File: config.mk
export PLATFORM = sky130hd
export DESIGN_NAME = pwm_ramp_controller
export DESIGN_NICKNAME = d
export VERILOG_FILES = /design/src/rtl/pwm_pkg.sv /design/src/rtl/pwm_period_timer.sv /design/src/rtl/pwm_ramp_controller.sv
export SDC_FILE = /design/constraint.sdc
export NUM_CORES = 1
export LEC_CHECK = 0
export ABC_CLOCK_PERIOD_IN_PS = 4660
export CORE_ASPECT_RATIO = 2
export CORE_MARGIN = 8
export CORE_UTILIZATION = 35
export CTS_CLUSTER_DIAMETER = 30
export CTS_CLUSTER_SIZE = 10
export DETAILED_ROUTE_END_ITERATION = 16
export GPL_TIMING_DRIVEN = 0
export SYNTH_ARGS = -nofsm -noshare
export SYNTH_HDL_FRONTEND = slang
export SYNTH_HIERARCHICAL = 1
export SYNTH_SLANG_ARGS = --single-unit
File: constraint.sdc
create_clock -name clk -period 4.66 [get_ports clk]
set_clock_uncertainty 0.15 [all_clocks]
set_input_delay 1.398 -clock clk [delete_from_list [all_inputs] [get_ports clk]]
set_output_delay 1.398 -clock clk [all_outputs]
set_load 0.02 [all_outputs]
File: src/rtl/pwm_pkg.sv
// Shared types and saturating step helpers for the PWM ramp sequencer and
// related PWM channel logic.
package pwm_pkg;

  localparam int PWM_W = 8;

  typedef enum logic [1:0] {
    IDLE,
    RAMP,
    HOLD,
    SHUTDOWN
  } ramp_state_t;

  // Step toward tgt from below; the one-bit-wider sum cannot wrap.
  function automatic logic [31:0] sat_up(input logic [31:0] cur,
                                         input logic [31:0] step,
                                         input logic [31:0] tgt);
    logic [32:0] sum;
    sum = {1'b0, cur} + {1'b0, step};
    return (sum > {1'b0, tgt}) ? tgt : sum[31:0];
  endfunction

  // Step toward tgt from above; the comparison is done before subtracting.
  function automatic logic [31:0] sat_dn(input logic [31:0] cur,
                                         input logic [31:0] step,
                                         input logic [31:0] tgt);
    logic [32:0] floor_sum;
    floor_sum = {1'b0, tgt} + {1'b0, step};
    return ({1'b0, cur} < floor_sum) ? tgt : (cur - step);
  endfunction

endpackage

File: src/rtl/pwm_period_timer.sv
// Free-running W-bit period counter; period_tick marks the last clock of each
// 2^W-clock PWM period.
module pwm_period_timer
  import pwm_pkg::*;
#(
  parameter int W = PWM_W
) (
  input  logic clk,
  input  logic rst,
  output logic period_tick
);

  logic [W-1:0] pcnt;

  // NOTE: sequential state uses non-blocking assignments so every register
  // samples pre-edge values, independent of process evaluation order.
  always_ff @(posedge clk or posedge rst) begin
    if (rst) pcnt <= '0;
    else     pcnt <= pcnt + W'(1);
  end

  assign period_tick = (pcnt == '1);

endmodule

File: src/rtl/pwm_ramp_controller.sv
// Soft-start/soft-stop sequencer: accepts a target duty and ramps the PWM
// duty toward it in fixed steps on period boundaries; kill forces duty to 0.
module pwm_ramp_controller
  import pwm_pkg::*;
#(
  parameter int W                = PWM_W,
  parameter int STEP             = 4,
  parameter int PERIODS_PER_STEP = 2
) (
  input  logic         clk,
  input  logic         rst,
  input  logic         kill,
  input  logic         tgt_valid,
  input  logic [W-1:0] tgt_duty,
  output logic         tgt_ready,
  output logic [W-1:0] duty_cycle,
  output logic         busy,
  output logic         at_target
);

  localparam int DIV_W = (PERIODS_PER_STEP > 1) ? $clog2(PERIODS_PER_STEP) : 1;
  localparam logic [DIV_W-1:0] DIV_LAST = DIV_W'(PERIODS_PER_STEP - 1);

  ramp_state_t      state, state_n;
  logic [W-1:0]     tgt, tgt_n;
  logic [W-1:0]     duty_n, stepped;
  logic [DIV_W-1:0] divcnt, div_n;
  logic             period_tick;
  logic             accept;

  pwm_period_timer #(.W(W)) u_timer (
    .clk         (clk),
    .rst         (rst),
    .period_tick (period_tick)
  );

  assign tgt_ready = (state != SHUTDOWN) && !kill;
  assign accept    = tgt_valid && tgt_ready;
  assign busy      = (state == RAMP);
  assign at_target = (state == HOLD);

  always_ff @(posedge clk or posedge rst) begin
    if (rst) begin
      state      <= IDLE;
      tgt        <= '0;
      divcnt     <= '0;
      duty_cycle <= '0;
    end else begin
      state      <= state_n;
      tgt        <= tgt_n;
      divcnt     <= div_n;
      duty_cycle <= duty_n;
    end
  end

  // NOTE: every variable gets a default before any branch so no path leaves
  // it unassigned, which would otherwise infer a latch.
  always_comb begin
    state_n = state;
    tgt_n   = tgt;
    div_n   = divcnt;
    duty_n  = duty_cycle;
    stepped = (tgt > duty_cycle)
            ? W'(sat_up(32'(duty_cycle), 32'(STEP), 32'(tgt)))
            : W'(sat_dn(32'(duty_cycle), 32'(STEP), 32'(tgt)));

    if (kill) begin
      state_n = SHUTDOWN;
      tgt_n   = '0;
      div_n   = '0;
      duty_n  = '0;
    end else if (state == SHUTDOWN) begin
      state_n = IDLE;
    end else if (accept) begin
      // A period tick coinciding with an accept is deliberately not counted.
      tgt_n   = tgt_duty;
      div_n   = '0;
      state_n = (tgt_duty == duty_cycle) ? HOLD : RAMP;
    end else if ((state == RAMP) && period_tick) begin
      if (divcnt == DIV_LAST) begin
        div_n  = '0;
        duty_n = stepped;
        if (stepped == tgt) state_n = HOLD;
      end else begin
        div_n = divcnt + DIV_W'(1);
      end
    end
  end

endmodule

==> out/metrics.csv <==
stage;metric;value;unit
die;ioPinCount;23;
critical_path;worstPathMaxFanout;7;
yosys;avgSynthCellArea;9.293;um2
yosys;syn_nets;300;
final_layout;fillers;708;
power;vdd_drop_max;0.1405;mV
power;p_per_area;236.9;nW/um2
placement;dp_hpwl;5114;um
final_layout;area.growth.synth_to_final;17.06;%
timing;finalSetupViolations;0;
drt;first_pass_iters;4;
global_route;gr-total-overflow;0;
hold_path;hp-start;u_timer/pcnt[7];
critical_path;worstSetupPathType;in -> out;
timing;rsz0062_at_grt;false;
yosys;yosysWarnings;6;
die;die_width;74.98;um
drt;top_layer_used;met4;
global_route;antenna_found_initial;0;
final_layout;antenna_cells;0;
yosys;synth_edf_count;0;
drt;wl_met1;2669;um
yosys;synth-seq-cells;27;
final_layout;fin_util;0.4171;
final_layout;regArea;675.6;um2
yosys;synth_top_area_share;0.2775;
global_route;grt_pass1_vias;2138;
clock_network;cts_resized;0;
run;cap_violations;0;
placement;gp_congestion;0.9470;
die;start_util;0.3563;
clock_network;cts_tree;done;
drt;wl_met2;3236;um
drt;num_vias;2022;
drt;wl_met3;342;um
die;fp.dieH;134.0;um
critical_path;reg2reg_to;state[1];
timing;fin_crit;4.364;ns
critical_path;startpoint;kill;
final_layout;nNetsFinal;327;
drt;drc;0;
clock_network;htreeDepth;1;
hold_path;hold_path_class;reg -> reg;
yosys;yosys-top-cells-area;dfrtp_1 (28%), ha_1 (13%), xnor2_1 (5.8%);
clock_network;max-clock-path-buffers;2;
drt;ant_nets;0;
drt;initialDrtViolationCount;107;
drt;via_per_inst;5.349;
timing;setup-tns-final;0;ns
yosys;syn-cell-area;2435;um2
final_layout;drive_gt1_frac;0.1215;
clock_network;worstSkewPairLatency;0.27;ns
yosys;synth-async-reset-ratio;1.000;
global_route;grt_usage;0.1380;
critical_path;endpoint_kind;output pin;
yosys;ys_seq_area_frac;0.2775;
clock_network;clkTransAtPathRegs;0.07;ns
global_route;grt_max_degree;20;
die;core.rowCount;43;
timing;max_freq;229.2;MHz
die;core_area;6833;um2
placement;io_buffers;22;
timing;finalCritPeriodShare;0.9364;
yosys;yosysUniqueCellTypes;60;
timing;slew_violations;0;
timing;worstMarginPinSlew;0.8047;ns
run_status;outcome;completed;
final_layout;final_area;2850;um2
clock_network;clock-sinks;27;
critical_path;crit_end;tgt_ready;
critical_path;r2r-start;duty_cycle[2];
critical_path;start_kind;input pin;
clock_network;cts-hold-fix-buffers;0;
final_layout;multi_input_area;1612;um2
yosys;synth_flop_cell;dfrtp_1;
critical_path;worstRegToRegCells;16;
critical_path;cp.arrival;2.82;ns
yosys;yosys.area.top_type;dfrtp_1;
drt;wl_per_cell;17.12;um
yosys;synth_most_common_cell;dfrtp_1;
clock_network;numCtsBuffers;3;
timing;max_slew_margin;0.4624;
drt;wirelength;6472;um
die;dieArea;10040;um2
clock_network;cts-root-buf;clkbuf_16;
clock_network;post-cts-setup-buffers;0;
power;p_leak;1.241;nW
yosys;synthCells;262;
timing;final_hold_viol_count;0;
yosys;netlist_top_cells_count;dfrtp_1 (27), ha_1 (26), inv_1 (24), nand2_1 (24);
critical_path;timing.critical_path.required;3.11;ns
global_route;grt_pass1_wl;10790;um
placement;place_area;2768;um2
critical_path;timing.reg2reg.setup_slack;0.52;ns
-- worst max-delay path: stages --
cell and delay, ns:
clkdlybuf4s50_1 0.51, a21oi_1 0.25, clkdlybuf4s50_1 0.65
-- cells by family after synthesis --
| group | count (synthesis) | synth area share |
|---|---|---|
| and+or+nand+nor | 79 | 0.1840 |
| AOI/OAI and AO/OA | 64 | 0.2292 |
| DFF | 27 | 0.2775 |
| xor gates and xnor gates | 32 | 0.1151 |
| adders and majority gates | 26 | 0.1336 |
| buffers and inverters | 34 | 0.06064 |
-- sequential cells by signal, summed over array words and instances (netlist names) --
register and cells:
duty_cycle 8, tgt 8, u_timer/pcnt 8, state 2
divcnt 1
-- cells in the final DEF (no fill, tap or decap), types with 2 or more instances in the layout --
master and n:
dfrtp_1 27, ha_1 26, inv_1 24, nand2_1 24, clkdlybuf4s50_1 22, xnor2_1 16
xor2_1 16, nor2_1 14, nand3_1 14, a21oi_1 12, o31ai_1 8, o21ai_0 7
a21o_1 5, nor3_1 4, and3_1 3, nor3_2 3, a32o_1 3, clkbuf_16 3
o21ai_2 2, nor2b_1 2, o2111a_1 2, o21ai_1 2, inv_2 2, buf_6 2
clkbuf_1 2, o22ai_1 2, a2111oi_4 2, a41o_1 2, o221ai_1 2, nor4_1 2
-- layer usage --
layer | vias up | track usage
met2 | 54 | 0.2249
met3 | 16 | 0.02468
li1 | 987 | -
met5 | - | 0
met4 | 0 | 0.05714
met1 | 965 | 0.1687
-- worst min path at each step --
| stage | endpoint | slack, ns | cells after the start |
|---|---|---|---|
| 3_3_place_gp | u_timer/pcnt[7] | 0.31 | 1 |
| 3_5_place_dp | u_timer/pcnt[7] | 0.31 | 1 |
| 2_1_floorplan | u_timer/pcnt[7] | 0.28 | 1 |
| 5_1_grt | u_timer/pcnt[7] | 0.34 | 1 |
| 6_report | u_timer/pcnt[7] | 0.32 | 1 |
| 4_1_cts | u_timer/pcnt[7] | 0.32 | 1 |
-- layout make-up --
| cell class | count | share of cell area |
|---|---|---|
| Buffer | 7 | 0.01624 |
| Clock buffer | 3 | 0.02634 |
| Clock inverter | 1 | 0.002634 |
| Inverter | 27 | 0.03556 |
| Multi-Input combinational cell | 201 | 0.5654 |
| Sequential cell | 27 | 0.2371 |
| Tap cell | 90 | 0.03951 |
| Timing Repair Buffer | 22 | 0.07726 |
-- metrics by stage --
step | power, W | hold WS, ns | setup WS, ns | instances
final | 0.0006752 | 0.3190 | 0.2962 | 378
after global routing | 0.0007075 | 0.3384 | 0.2144 | 378
after CTS | 0.0006768 | 0.3188 | 0.2757 | 378
after detailed placement | 0.0004708 | 0.3056 | 0.2865 | 374
after global placement | 0.0004690 | 0.3058 | 0.3067 | 374
after floorplan | 0.0004153 | 0.2842 | 1.037 | 262
-- report_power, final --
group | switching, W | internal, W
Combinational | 0.000117 | 0.0000946
Sequential | 0.0000153 | 0.000241
Clock | 0.0000906 | 0.000117
No activity file was read; power rests on OpenSTA's default activity.
==> RTL change 1, RTL diff (same flow settings) <==
Reset style: synchronous (`rst`), changed in 2 clocked blocks.
--- a/src/rtl/pwm_period_timer.sv
+++ b/src/rtl/pwm_period_timer.sv
@@ -16,3 +16,3 @@
   // samples pre-edge values, independent of process evaluation order.
-  always_ff @(posedge clk or posedge rst) begin
+  always_ff @(posedge clk) begin
     if (rst) pcnt <= '0;
--- a/src/rtl/pwm_ramp_controller.sv
+++ b/src/rtl/pwm_ramp_controller.sv
@@ -41,3 +41,3 @@
 
-  always_ff @(posedge clk or posedge rst) begin
+  always_ff @(posedge clk) begin
     if (rst) begin
Behaviour: differs if rst is asserted again (counterexample within 4 cycles, from zero or initial values and one cycle with rst high); with rst held inactive, the same outputs for 10 cycles.
==> RTL change 1 against the original RTL <==
Area after synthesis is 0.62% lower. Register-to-register slack better by 0.57 ns. Synthesized cell count is 14% higher. Routed wire length is 4.3% higher. Count of clock-buffer cells in the layout stayed put. Worst setup slack worse by 0.0041 ns. Sequential cell count stayed put. Die area is 0.51% lower. Fmax hardly changed. Design area is 0.48% lower.
Power is not compared: it rests on default switching activity, and its combinational part moved more than twofold at a synthesized area within 25%.
==> RTL change 1: results (changes against the original RTL) <==
stage,metric,value,unit,change
clocking,deepest clock path buffer count,2,,unchanged
power,Sequential Power Share,44.7,%,
drt,final wirelength,6751,um,+4.3%
yosys,Yosys cell types,55,,-8.3%
power,peak supply drop,0.0001816,V,
finish,Antenna diodes,0,,unchanged
finish,Filler cells,742,,+4.8%
drt,drt initial violations,153,,+43%
power,Psw,0.1464,mW,
status,status,"complete, no violations",,
grt,GR Util met2,23.95,%,+1.5 points
drt,Vias/cell,5.537,,+3.5%
yosys,asr flop ratio synth,0,%,-100 points
finish,layout net count,364,,+11%
grt,vias in the first global route,2361,,+10%
finish,share of layout cells above drive strength 1,8.615,%,-3.5 points
sta,Setup TNS Final,0,ns,unchanged
yosys,"Top FF cell, synth",dfxtp_1,,
placed_design,GP Congestion,0.9096,,-3.9%
grt,first-pass GRT wire length,11390,um,+5.5%
yosys,Synth area leaders,"dfxtp_1 (22%), ha_1 (13%), xnor2_1 (5.8%), xor2_1 (5.8%), a21oi_1 (5.4%)",,
yosys,Post-synth top cells,"nand2_1 (30), dfxtp_1 (27), a21oi_1 (26), ha_1 (26), nor2_1 (18)",,
clocking,Post CTS Setup Buffer Count,0,,unchanged
grt,GR Util met3,2.184,%,-0.28 points
drt,Detailed Routing Iterations Pass 1,4,,unchanged
setup_path,WP data arrival,2.82,ns,about the same
grt,met1 Use GR,17.01,%,+0.14 points
yosys,"Seq/Total Area, Yosys",22.34,%,-5.4 points
finish,largest registers,"duty_cycle (8), tgt (8), u_timer/pcnt (8)",,
setup_path,CP max stage cell,clkdlybuf4s50_1,,
grt,initial antenna violation count,0,,unchanged
yosys,Syn Nets,337,,+12%
clocking,H-tree levels,1,,unchanged
clocking,Worst-Skew Late Latency,0.27,ns,about the same
setup_path,Crit path largest cell delay,0.66,ns,
clocking,CTS buffer count,3,,unchanged
clocking,CTS clock-pin slew for the worst setup and hold paths,0.07,ns,about the same
clocking,Post-CTS Resized,0,,unchanged
sta,Least-Margin Pin Slew,0.5343,ns,-0.2704 ns
sta,period utilisation layout,93.73,%,about the same
setup_path,Critical Path Fanout Max,6,,-1
placed_design,post-DP HPWL,5310,um,+3.8%
hold_path,HP Class,reg2reg,,
setup_path,"Largest delay share family, worst path",buffers and inverters,,
placed_design,port bufs,22,,unchanged
grt,GRT Resource Usage Total,14.46,%,+0.66 points
grt,largest net degree at the start of global routing,18,,-10%
[RTL change 1: layout make-up]
cell class | count | area share (%)
Clock buffer | 3 | 2.647
Multi-Input combinational cell | 240 | 59.86
Clock inverter | 1 | 0.3088
Sequential cell | 27 | 19.06
Inverter | 17 | 2.250
Tap cell | 90 | 3.970
Timing Repair Buffer | 22 | 7.764
Buffer | 15 | 4.146
[RTL change 1: per-stage QoR]
stage	util, %	worst slack (ns)	hold slack [ns]	power, mW	std cells
6_report	41.51	0.2921	0.2993	0.5414	415
5_1_grt	41.51	0.2119	0.3241	0.5694	415
4_1_cts	41.51	0.2873	0.3045	0.5463	415
3_5_place_dp	40.29	0.3027	0.2910	0.3364	411
3_3_place_gp	40.29	0.3053	0.2772	0.3346	411
2_1_floorplan	-	1.285	0.2675	0.3040	299
[RTL change 1: routing by layer]
metal | up-vias | wire length, um
li1 | 1122 | -
met1 | 1062 | 2668
met2 | 92 | 3285
met3 | 22 | 536
met4 | 0 | 261
met5 | - | 0
[RTL change 1: final timing paths]
path,start,to,slack (ns),cells after the start
max,kill,tgt_ready,0.29,3
min,u_timer/pcnt[0],u_timer/pcnt[0],0.30,1
max reg2reg,tgt[3],state[0],1.09,12
min reg2reg,u_timer/pcnt[0],u_timer/pcnt[0],0.30,1
[RTL change 1: cell families after synthesis]
logic type | Yosys count | share of synthesized area (%)
AOI/OAI and AO/OA | 72 | 20.42
xor gates and xnor gates | 33 | 12.25
buffers and inverters | 32 | 7.497
and+or+nand+nor | 109 | 24.04
DFF | 27 | 22.34
adders and majority gates | 26 | 13.44
[RTL change 1: power groups by stage]
stage	sequential, mW	clock, mW	combinational (mW)
2_1_floorplan	0.246	0	0.0584
3_3_place_gp	0.247	0	0.0876
4_1_cts	0.242	0.215	0.0897
5_1_grt	0.243	0.226	0.100
3_5_place_dp	0.247	0	0.0890
6_report	0.242	0.210	0.0894
==> RTL change 2, RTL diff (same flow settings) <==
Without the edit above. `PWM_W`: 8 -> 10.
--- a/src/rtl/pwm_pkg.sv
+++ b/src/rtl/pwm_pkg.sv
@@ -4,3 +4,3 @@
 
-  localparam int PWM_W = 8;
+  localparam int PWM_W = 10;
 
Interface: changed (resized duty_cycle and tgt_duty); port bits go from 23 to 27. No check against the original RTL was run, so the function may have changed too.
==> RTL change 2 against the original RTL <==
Area after synthesis grew 26%. Worst setup slack worse by 0.054 ns. Design area grew 27%. Routed wire length increased by 56%. Clock power rose by 86%. Total power up 47%. Sequential power grew 23%. Sequential cell count up 6. Critical path type is now reg2reg. Highest routed layer unchanged.
==> RTL change 2: results (changes against the original RTL) <==
stage,metric,value,unit,change
status,status,"complete, no violations",,
clocking,H-tree levels,2,,+1
power,peak supply drop,0.0003724,V,+170%
finish,share of layout cells above drive strength 1,6.684,%,-5.5 points
power,switch share,33.29,%,+0.31 points
placed_design,post-DP HPWL,8218,um,+61%
yosys,Synth area leaders,"dfrtp_1 (27%), ha_1 (13%), xnor2_1 (8.0%), xor2_1 (4.3%), nand2_1 (4.0%)",,
sta,Least-Margin Pin Slew,0.9167,ns,+0.1120 ns
setup_path,Critical Path Fanout Max,10,,+3
finish,layout net count,434,,+33%
setup_path,Crit path largest cell delay,0.57,ns,-0.08 ns
grt,first-pass GRT wire length,16240,um,+50%
clocking,Worst-Skew Late Latency,0.29,ns,+0.02 ns
yosys,Yosys cell types,61,,+1.7%
hold_path,Hold Crit Endpoint,u_timer/pcnt[0],,
drt,drt initial violations,121,,+13%
sta,period utilisation layout,94.80,%,+1.2 points
power,Leak,1.519,nW,+22%
drt,Detailed Routing Iterations Pass 1,4,,unchanged
sta,Hold WS,0.3295,ns,+0.01054 ns
yosys,Post-synth top cells,"dfrtp_1 (33), nand2_1 (33), ha_1 (32)",,
yosys,Syn Nets,402,,+34%
placed_design,placed inst area,3437,um^2,+24%
power,Seq power,0.314,mW,+23%
drt,Vias/cell,5.824,,+8.9%
setup_path,worst setup path endpoint,state[0],,
power,clock power share,39.0,%,+8.2 points
placed_design,port bufs,25,,+14%
setup_path,worst reg2reg path depth,13,,-3
setup_path,"Largest delay share family, worst path",compound AO/OA/AOI/OAI gates,,
yosys,syn avg cell area,8.600,um^2,-7.5%
placed_design,pre-CTS setup slack,0.2757,ns,-0.01075 ns
setup_path,Critical path origin,duty_cycle[3],,
clocking,CTS Root Cell,clkbuf_16,,
hold_path,hold path startpoint,u_timer/pcnt[0],,
grt,GRT Resource Usage Total,17.70,%,+3.9 points
grt,largest net degree at the start of global routing,24,,+20%
placed_design,placed insts,481,,+29%
clocking,CTS buffer count,5,,+2
power,Power Total,0.9943,mW,+47%
grt,vias in the first global route,3021,,+41%
yosys,Synthesis Warnings,6,,unchanged
drt,routed len/inst,20.59,um,+20%
yosys,"Seq/Total Area, Yosys",26.97,%,-0.78 points
setup_path,r2r startpoint,duty_cycle[3],,
setup_path,CP max stage cell,dfrtp_1,,
finish,final std cells w/o fill,489,,+29%
placed_design,GP Congestion,0.9834,,+3.8%
setup_path,WP data arrival,4.44,ns,+1.62 ns
RTL change 2: cells by family (layout without fill, tap and decap cells):
group | count (synthesis) | after routing | synth area share, %
and+or+nand+nor | 107 | 107 | 17.61
AOI/OAI and AO/OA | 88 | 88 | 22.44
buffers and inverters | 49 | 82 | 6.252
xor gates and xnor gates | 43 | 43 | 12.30
DFF | 33 | 33 | 26.97
adders and majority gates | 32 | 32 | 13.08
muxes | 4 | 4 | 1.349
RTL change 2: layer usage:
metal | share of wire, % | global-route usage (%) | routed length, um
met1 | 35 | 17.28 | 3525
met2 | 56 | 32.90 | 5646
met3 | 3.3 | 1.874 | 335
met4 | 5.6 | 11.33 | 563
met5 | 0 | 0 | 0
RTL change 2: final cells by class:
cell class                      count  area, um^2
Clock inverter                      3       46.29
Clock buffer                        5       125.1
Fill cell                         876        4979
Buffer                             17       72.57
Sequential cell                    33       825.8
Inverter                           32       120.1
Multi-Input combinational cell    274        2044
Timing Repair Buffer               25       250.2
Tap cell                          100       125.1
